## src/rtl/fetch_unit.sv

```systemverilog
// Instruction fetch stage: owns the PC, drives the combinational instruction
// memory and registers the returned word into a valid/ready IF/ID bundle.
module fetch_unit #(
  parameter int                 XLEN         = 32,
  parameter int                 INST_WIDTH   = 32,
  parameter logic [XLEN-1:0]    RESET_VECTOR = '0
) (
  input  logic                  i_clk,
  input  logic                  i_rst_n,
  output logic [XLEN-1:0]       o_imem_addr,
  input  logic [INST_WIDTH-1:0] i_imem_inst,
  input  logic                  i_redirect,
  input  logic [XLEN-1:0]       i_redirect_pc,
  input  logic                  i_ready,
  output logic                  o_valid,
  output logic [INST_WIDTH-1:0] o_inst,
  output logic [XLEN-1:0]       o_pc,
  output logic [XLEN-1:0]       o_pc_plus4,
  output logic                  o_fault,
  output logic [31:0]           o_fetch_count,
  output logic [1:0]            o_state
);

  typedef enum logic [1:0] {
    S_BOOT  = 2'd0,
    S_RUN   = 2'd1,
    S_FAULT = 2'd2
  } state_t;

  state_t          state;
  state_t          next_state;
  logic [XLEN-1:0] pc;
  logic            issued;
  logic            load;
  logic            accept;

  // Handshake: a bundle transfers on any cycle with o_valid && i_ready; while
  // o_valid && !i_ready the bundle and pc hold. A redirect flushes the held
  // bundle regardless, but a transfer in that same cycle still counts.
  assign load        = !o_valid || i_ready;
  assign accept      = o_valid && i_ready;
  assign o_imem_addr = pc;
  assign o_state     = state;

  always_comb begin
    next_state = state;
    if (i_redirect) begin
      next_state = (i_redirect_pc[1:0] == 2'b00) ? S_RUN : S_FAULT;
    end else if (state == S_BOOT) begin
      next_state = S_RUN;
    end
  end

  always_ff @(posedge i_clk or negedge i_rst_n) begin
    if (!i_rst_n) begin
      state         <= S_BOOT;
      pc            <= RESET_VECTOR;
      issued        <= 1'b0;
      o_valid       <= 1'b0;
      o_inst        <= '0;
      o_pc          <= '0;
      o_pc_plus4    <= '0;
      o_fault       <= 1'b0;
      o_fetch_count <= '0;
    end else begin
      state <= next_state;
      if (accept && !o_fault) begin
        o_fetch_count <= o_fetch_count + 32'd1;
      end
      if (i_redirect) begin
        o_valid <= 1'b0;
        pc      <= i_redirect_pc;
        issued  <= 1'b0;
      end else begin
        case (state)
          S_RUN: begin
            if (load) begin
              o_inst     <= i_imem_inst;
              o_pc       <= pc;
              o_pc_plus4 <= pc + XLEN'(4);
              o_fault    <= 1'b0;
              o_valid    <= 1'b1;
              pc         <= pc + XLEN'(4);
            end
          end
          S_FAULT: begin
            // A misaligned target yields exactly one fault bundle, then silence.
            if (load) begin
              if (!issued) begin
                o_valid    <= 1'b1;
                o_fault    <= 1'b1;
                o_pc       <= pc;
                o_pc_plus4 <= pc + XLEN'(4);
                o_inst     <= '0;
                issued     <= 1'b1;
              end else begin
                o_valid <= 1'b0;
              end
            end
          end
          default: ;
        endcase
      end
    end
  end

endmodule
```

## config.mk

```make
export PLATFORM = sky130hd
export DESIGN_NAME = fetch_unit
export DESIGN_NICKNAME = d
export VERILOG_FILES = /design/src/rtl/fetch_unit.sv
export SDC_FILE = /design/constraint.sdc
export NUM_CORES = 1
export LEC_CHECK = 0
export ABC_AREA = 0
export BUFFER_PORTS_ARGS = -buffer_cell sky130_fd_sc_hd__buf_2
export CAP_MARGIN = 20
export CORE_MARGIN = 2
export CORE_UTILIZATION = 46
export CTS_CLUSTER_SIZE = 8
export DETAILED_ROUTE_END_ITERATION = 10
export MAX_ROUTING_LAYER = met4
export PLACE_DENSITY = 0.74
export SETUP_SLACK_MARGIN = 0.05
export SYNTH_ARGS = -nofsm -noshare
export SYNTH_HDL_FRONTEND = slang
export SYNTH_SLANG_ARGS = --single-unit
```

## constraint.sdc

```tcl
create_clock -name i_clk -period 1.9 [get_ports i_clk]
set_input_delay 0 -clock i_clk [delete_from_list [all_inputs] [get_ports i_clk]]
set_output_delay 0 -clock i_clk [all_outputs]
set_load 0.005 [all_outputs]
```

# After elaboration in Yosys (flattened, before gate mapping)
# Index checks and enable logic that the tools add are counted.
[totals] regBits=165 latch_bits=0 mem_bits_rw=0 rom_bits=0 inputBits=68 output_inout_bits=164 wordCells=64 mem_count=0
[classes] n_addsub=2 multipliers=0 n_div=0 n_lt_le_gt_ge=0 n_eq_ne=7 shift=0 mux=28 bitwise=1 reduce_logical=17
[op_table] cell="$mux W32" n=11
[op_table] cell="$pmux W32 S2" n=3
[op_table] cell="$add A32 B1 Y32 const B" n=1
[op_table] cell="$add A32 B3 Y32 const B" n=1
[op_table] cell="$reduce_bool A2 Y1" n=5
[op_table] cell="$mux W1" n=9
[op_table] cell="$mux W2" n=3
[op_table] cell="$ne A2 B2 Y1 const B" n=3
[op_table] cell="$ne A3 B3 Y1 const B" n=2
[op_table] cell="$reduce_and A5 Y1" n=1
[op_table] cell="$logic_not A2 Y1" n=2
[op_table] cell="$pmux W1 S2" n=2
[op_table] cell="$reduce_and A2 Y1" n=2
[op_table] cell="$reduce_and A3 Y1" n=1
[op_table] cell="$reduce_bool A3 Y1" n=1
[op_table] cell="$eq A2 B1 Y1 const B" n=1
[op_table] cell="$eq A2 B2 Y1 const B" n=1
[op_table] cell="$logic_and A1 B1 Y1" n=2
[op_table] cell="$logic_not A1 Y1" n=2
[op_table] cell="$logic_or A1 B1 Y1" n=1
[op_table] cell="$not A1 Y1" n=1

# Longest topological paths before layout
# Gate-level depths: netlist (run 1).
[logic_depth] ltp_word=5 mapped_depth=10

# Worst setup path before layout (run 1)
# OpenSTA, ideal clock, no wires.
[synth_path] kind="register to register" startpoint="register state[1], in the netlist o_state[1]" endpoint="register o_pc[0]" arrival_ns=1.895 setup_slack_ns=-0.120 stages_incl_launch_ff=9 path_buffers=3 path_cell_list="dfrtp_1 > inv_1 > ha_1 > clkbuf_1 > a21oi_1 > o21ai_1 > buf_2 > buf_2 > mux2_2"
[synth_via] elab_chain_cells=3 elab_cells_between_ends=8
[synth_rtl] element="start: declaration" line_no="30" rtl="state_t state;"
[synth_rtl] element="start signal: assignment" line_no="66" rtl="state <= next_state;"
[synth_rtl] element="$eq A2 B1 Y1 / $eq A2 B2 Y1 (equally long branches)" line_no="75" rtl="case (state)"
[synth_rtl] element="$ne A2 B2 Y1 (no source line) / $reduce_bool A2 Y1 (equally long branches)"
[synth_rtl] element="$reduce_and A5 Y1 (no source line)"
[synth_rtl] element="end signal: assignment" line_no="79" rtl="o_pc <= pc;"
[synth_rtl] element="end signal: assignment" line_no="92" rtl="o_pc <= pc;"
[synth_rtl] element="end: declaration" line_no="17" rtl="output logic [XLEN-1:0] o_pc,"
# Parallel ways exist; a longest one is shown, timed or not.
# A chain may end at the register's enable or synchronous reset.

# Final worst setup path (run 1)
[layout_path] startpoint="register state[0], in the netlist o_state[0]" endpoint="register o_pc[27]"
# The elaborated chain is that of the path after synthesis.

==> results.yml, run 1 <==
finish:
  syn2layout_area_growth_pct: 44.82
  final_core_util_pct: 67.99
  fill_cells: 1177
  final_common_cell: "buf_2"
  diodes: 0
  stdcell_count: 1295
  post-route-cell-area_um2: 10760
  fin_nets: 1139
  final_cell_mix: "buf_2 (230), dfrtp_1 (162), nand2_1 (149)"
  drive_gt1_share_pct: 36.42
placement:
  finalWeightedCongestion: 0.8538
  dp_hpwl_um: 14160
  io_buffers: 231
  dpl.cell_count: 1184
  dpl_cell_area_um2: 9193
power:
  power_density_nw_per_um2: 1049
  power.internal_uw: 7971
  clkPwrFrac_pct: 32.5
  power_frac_comb_pct: 25.1
  p_sw_share_pct: 29.42
  switching_power_uw: 3322
  finalPower_uw: 11290
  seqPwrFrac_pct: 42.3
  irDropWorstVdd_v: 0.0006737
  p_leak_uw: 0.005219
grt:
  antenna_found_initial: 0
  grtUsageTotal_pct: 25.55
  grt_pass1_wl_um: 34400
  grt_start_max_net_pins: 52
  grt_pass1_vias: 6708
  gr-total-overflow: 0
job:
  cap_violations: 0
routing:
  totalWireLength_um: 22040
  avgViaCountPerCell: 5.217
  drtPass1Iterations: 8
  vias: 6756
  wl_per_cell_um: 17.02
  antenna_left: 0
  drtIter0Drc: 435
  drc: 0
logic_synthesis:
  netlist_instances: 727
  ys_types: 38
  ys_ff_latch: 163
  synth_nets: 800
  yosysWarnings: 0
  synth.cell_area_um2: 7431
  syn-mean-instance-area_um2: 10.22
  synth_seq_area_share_pct: 54.89
hold_path:
  hp-class: "in -> async"
critical_path:
  r2r_end: "o_pc[27]"
  crit_chain: "inv_1, ha_1, nor2b_4, o21ai_4, buf_6, clkbuf_16, mux2_2"
  crit_path_end: "o_pc[27]"
  cp.required_ns: 2.22
  timing.rr.start: "o_state[0]"
  slowest_delay_ns: 0.40
  r2r_cells: 7
  critical_path_arrival_ns: 2.11
  critical_path_class: "reg -> reg"
  r2r_slack_ns: 0.11
  cpMaxStageDelayCell: "dfrtp_1"
  start_kind: "flop"
  crit_start: "o_state[0]"
  critical_path.max_fanout: 6
  cp-end-kind: "flop"
timing:
  fin_crit_sh_pct: 94.27
  worst_slew_pin_slew_ns: 0.4899
  slew_headroom_pct: 67.34
  period_needed_ns: 1.791
  whs_ns: 0.08769
  fmax_mhz: 558.3
  rsz0062_at_grt: "true"
  finalSetupViolations: 0
  finClkSkew_ns: 0.01007
  slew_violations: 0
  final_hold_viol_count: 0
run_status:
  outcome: "completed"
clock_tree:
  clkTransAtPathRegs_ns: 0.07
  cts_buffer_depth: 2
  worstSkewPairLatency_ns: 0.43
  cts_tree: "yes"
  cts_htree_levels: 4
  cts_sinks: 163
  root_buffer: "clkbuf_16"
  numCtsBuffers: 17
die:
  die_y_um: 131.1
  row_count: 46
  dieArea_um2: 17190
  die_w_um: 131.1
  ioPinCount: 232
  start_util_pct: 46.95
  core_area_um2: 15830
## how the worst min path moves through the flow
stage | slack, ns | endpoint | cells after the start | from
floorplan | -0.30 | issued | 0 | i_rst_n
global placement | -0.02 | o_fetch_count[12] | 1 | i_rst_n
detailed placement | -0.02 | o_fetch_count[14] | 1 | i_rst_n
CTS | 0.09 | o_fetch_count[14] | 2 | i_rst_n
global route | 0.12 | o_fetch_count[12] | 2 | i_rst_n
finish | 0.09 | o_fetch_count[14] | 2 | i_rst_n
## worst max-delay path, delay by kind of cell (launching register included)
family / cells / cell delay [ns]
AOI/OAI and AO/OA: 1 / 0.09
buffers and inverters: 3 / 0.43
muxes: 1 / 0.33
DFF: 1 / 0.40
and+or+nand+nor: 1 / 0.14
adders and majority gates: 1 / 0.29
## layout make-up
type / instances / area [µm²] / share of cell area (%)
clock inverters: 12 / 180.2 / 1.674
flip-flops and latches: 163 / 4080 / 37.91
clock buffers: 20 / 446.7 / 4.151
well taps: 216 / 270.3 / 2.511
multi-input cells: 508 / 3211 / 29.83
inverters: 9 / 33.78 / 0.3139
repair buffers: 367 / 2540 / 23.60
## state kept, by name, indices dropped and copies added (netlist names)
name and flops:
o_fetch_count 32, o_fault 1, o_pc 32, o_imem_addr 32
issued 1, o_inst 32, o_state 2, o_pc_plus4 30
o_valid 1
## metrics by stage
step                      setup WS [ns]  setup TNS [ns]
final                            0.1089               0
after floorplan                 0.05431               0
after global routing           -0.01284        -0.01476
after detailed placement        0.05077               0
after CTS                       0.05208               0
after global placement          0.08834               0
## power by group through the flow
stage	registers (µW)	clock network (µW)	logic, µW
after floorplan	4860	0	1070
after global placement	4780	0	2510
after detailed placement	4810	0	2550
after CTS	4770	3720	2670
after global routing	4890	3880	3120
final	4780	3670	2840
## what timing repair did
action / in CTS / in global routing
hold buffers: 66 / 0
pin swaps: 0 / 2
gates cloned: 0 / 6
setup buffers: 0 / 7
hold endpoints to repair: 230 / 0
setup endpoints to repair: 9 / 65
resized for setup: 3 / 21
## metal layers
layer / routed length (µm) / share of wire, % / vias to the layer above / track usage (%)
li1: - / - / 3153 / -
met5: 0 / 0 / - / -
met2: 10500 / 48 / 290 / 39.09
met4: 780 / 3.5 / 0 / 10.81
met3: 1500 / 6.8 / 62 / 5.826
met1: 9257 / 42 / 3251 / 32.99
## cell usage after synthesis (all sizes together)
library cell / number / area (µm²)
xnor2: 54 / 473.0
nor4: 12 / 115.1
o31ai: 1 / 7.510
inv: 9 / 33.78
nor3: 14 / 80.08
buf: 16 / 88.83
a311oi: 1 / 8.760
xor2: 32 / 280.3
ha: 5 / 62.56
dfrtp: 163 / 4079
nand2b: 2 / 12.51
nor2: 15 / 56.30
or4: 1 / 7.510
mux2: 35 / 394.1
nor2b: 2 / 12.51
and3b: 1 / 8.760
clkbuf: 31 / 116.4
and3: 8 / 50.05
nand4b: 1 / 8.760
a21o: 1 / 7.510
o31a: 1 / 8.760
nand4: 27 / 168.9
nand2: 150 / 563.0
or3: 1 / 6.260
o21ai: 97 / 485.5
nand3: 27 / 140.1
and4: 12 / 105.1
mux2i: 1 / 10.01
a21oi: 3 / 15.01
and2: 4 / 25.02
## kinds of logic (layout without fill, tap and decap cells)
| group | count (synthesis) | after routing | share of synthesized area (%) |
|---|---|---|---|
| AND/OR/NAND/NOR | 277 | 277 | 18.30 |
| flip-flops | 163 | 163 | 54.89 |
| AO/OA/AOI/OAI | 104 | 104 | 7.173 |
| XOR/XNOR | 86 | 86 | 10.14 |
| buffers and inverters | 56 | 408 | 3.216 |
| multiplexers | 36 | 36 | 5.439 |
| adder cells (fa/ha/maj) | 5 | 5 | 0.8419 |
Power figures use the tool's default switching activity.
==> run 2: changes to the inputs <==
- PLACE_DENSITY: 0.74 -> 0.86
==> results.yml, run 2 (same netlist as run 1, synthesis figures left out) <==
routing:
  wl_met2_um: 11680
  drc: 0
  drtPass1Iterations: 5
  routed.top_layer: "met4"
  avgViaCountPerCell: 5.381
  wl_met3_um: 1682
  wirelength_met1_um: 9058
  antenna_left: 0
  wl_per_cell_um: 18.06
  vias: 6963
  drtIter0Drc: 546
  totalWireLength_um: 23370
timing:
  whs_ns: 0.05878
  final_hold_viol_count: 0
  fmax_mhz: 553.4
  period_needed_ns: 1.807
  slew_violations: 0
  fin_crit_sh_pct: 95.11
  finalSetupViolations: 0
  slew_headroom_pct: 60.99
  worst_slew_pin_slew_ns: 0.5851
  finClkSkew_ns: 0.01031
  rsz0062_at_grt: "true"
  setup_ws_ns: 0.09287
die:
  die_w_um: 131.1
  row_count: 46
  ioPinCount: 232
  die_y_um: 131.1
  dieArea_um2: 17190
  core_area_um2: 15830
  start_util_pct: 46.95
placement:
  dp_hpwl_um: 14290
  dpl.cell_count: 1178
  post-place-ws_ns: -0.009708
  io_buffers: 231
  finalWeightedCongestion: 0.8554
finish:
  syn2layout_area_growth_pct: 45.63
  seqCellArea_um2: 4080
  fill_cells: 1102
  drive_gt1_share_pct: 37.29
  stdcell_count: 1294
  final_common_cell: "buf_2"
  diodes: 0
  multi_input_area_um2: 3269
  final_cell_mix: "buf_2 (230), dfrtp_1 (162), nand2_1 (147)"
  fin_nets: 1138
power:
  finalPower_uw: 11340
  irDropWorstVdd_v: 0.0006825
  power_density_nw_per_um2: 1048
  p_leak_uw: 0.005242
clock_tree:
  clkTransAtPathRegs_ns: 0.06
  numCtsBuffers: 17
  cts_htree_levels: 4
  root_buffer: "clkbuf_16"
  cts_sinks: 163
  cts_tree: "yes"
  cts_buffer_depth: 2
  worstSkewPairLatency_ns: 0.43
job:
  cap_violations: 0
hold_path:
  hold_depth: 5
  hp-class: "in -> reg"
critical_path:
  path_depth: 7
  crit_chain: "inv_2, ha_1, nor2b_4, o21ai_4, buf_12, buf_16, mux2_2"
  cp_top_family: "flip-flops"
  critical_path.max_fanout: 12
  worstPathBufferInverterCount: 3
  cp-end-kind: "flop"
  cp.required_ns: 2.21
  slowest_delay_ns: 0.41
  cpMaxStageDelayCell: "dfrtp_2"
  r2r_cells: 7
  critical_path_arrival_ns: 2.12
  critical_path_class: "reg -> reg"
  start_kind: "flop"
grt:
  grtUsageTotal_pct: 27.48
  antenna_found_initial: 0
  grt_pass1_wl_um: 36400
  grt_pass1_vias: 7146
  gr-total-overflow: 0
  grt_start_max_net_pins: 67
run_status:
  outcome: "completed"
run 2: cell count changes in the layout (fill, tap and decap cells not counted), sizes merged:
| cell | change |
|---|---|
| bufbuf | +2 |
| clkbuf | -2 |
| buf | +1 |
| bufinv | -1 |
| clkinv | -1 |
| dlygate4sd3 | -1 |
| inv | +1 |
run 2: layout make-up:
cell class / count / share of cell area (%)
Clock inverter: 11 / 1.387
Multi-Input combinational cell: 508 / 30.21
Tap cell: 216 / 2.497
Inverter: 9 / 0.3122
Sequential cell: 163 / 37.70
Clock buffer: 21 / 4.347
Timing Repair Buffer: 366 / 23.54
run 2: routing by layer:
metal / up-vias / track usage (%)
met1: 3356 / 32.03
li1: 3156 / -
met2: 368 / 45.58
met3: 83 / 6.134
met4: 0 / 12.74
met5: - / -
run 2: final timing paths:
kind / startpoint / endpoint / slack (ns)
max: o_state[0] / o_pc[5] / 0.09
min: i_redirect / o_fault / 0.06
max reg2reg: o_state[0] / o_pc[5] / 0.09
min reg2reg: o_inst[18] / o_inst[18] / 0.48
max in group asynchronous: i_rst_n / o_imem_addr[22] / 1.06
min in group asynchronous: i_rst_n / o_fetch_count[14] / 0.10
run 2: what timing repair did:
action	CTS	global route
gates resized for setup	9	32
buffers inserted	4	10
setup endpoints to repair	35	103
hold buffers	65	0
gates cloned	4	3
pin swaps	1	7
hold endpoints to repair	126	0
run 2: worst min-delay path, stage by stage:
cell and delay [ns]:
buf_2 0.18, nor2b_4 0.07, o21ai_0 0.07, nand2_1 0.05, o21ai_0 0.07
run 2: through the flow:
stage                     util (%)  cell area, µm²   TNS [ns]
after global placement       57.72            9135          0
final                        68.37           10820          0
after global routing         68.37           10820          0
after detailed placement     57.72            9135  -0.009708
after floorplan                  -            7466          0
after CTS                    67.08           10620          0
run 2: report_power, final:
group | internal [µW] | leakage (µW) | switching, µW
sequential | 4270 | 0.00206 | 527
clock | 2180 | 0.000300 | 1430
combinational | 1490 | 0.00288 | 1440
total | 7940 | 0.00524 | 3400
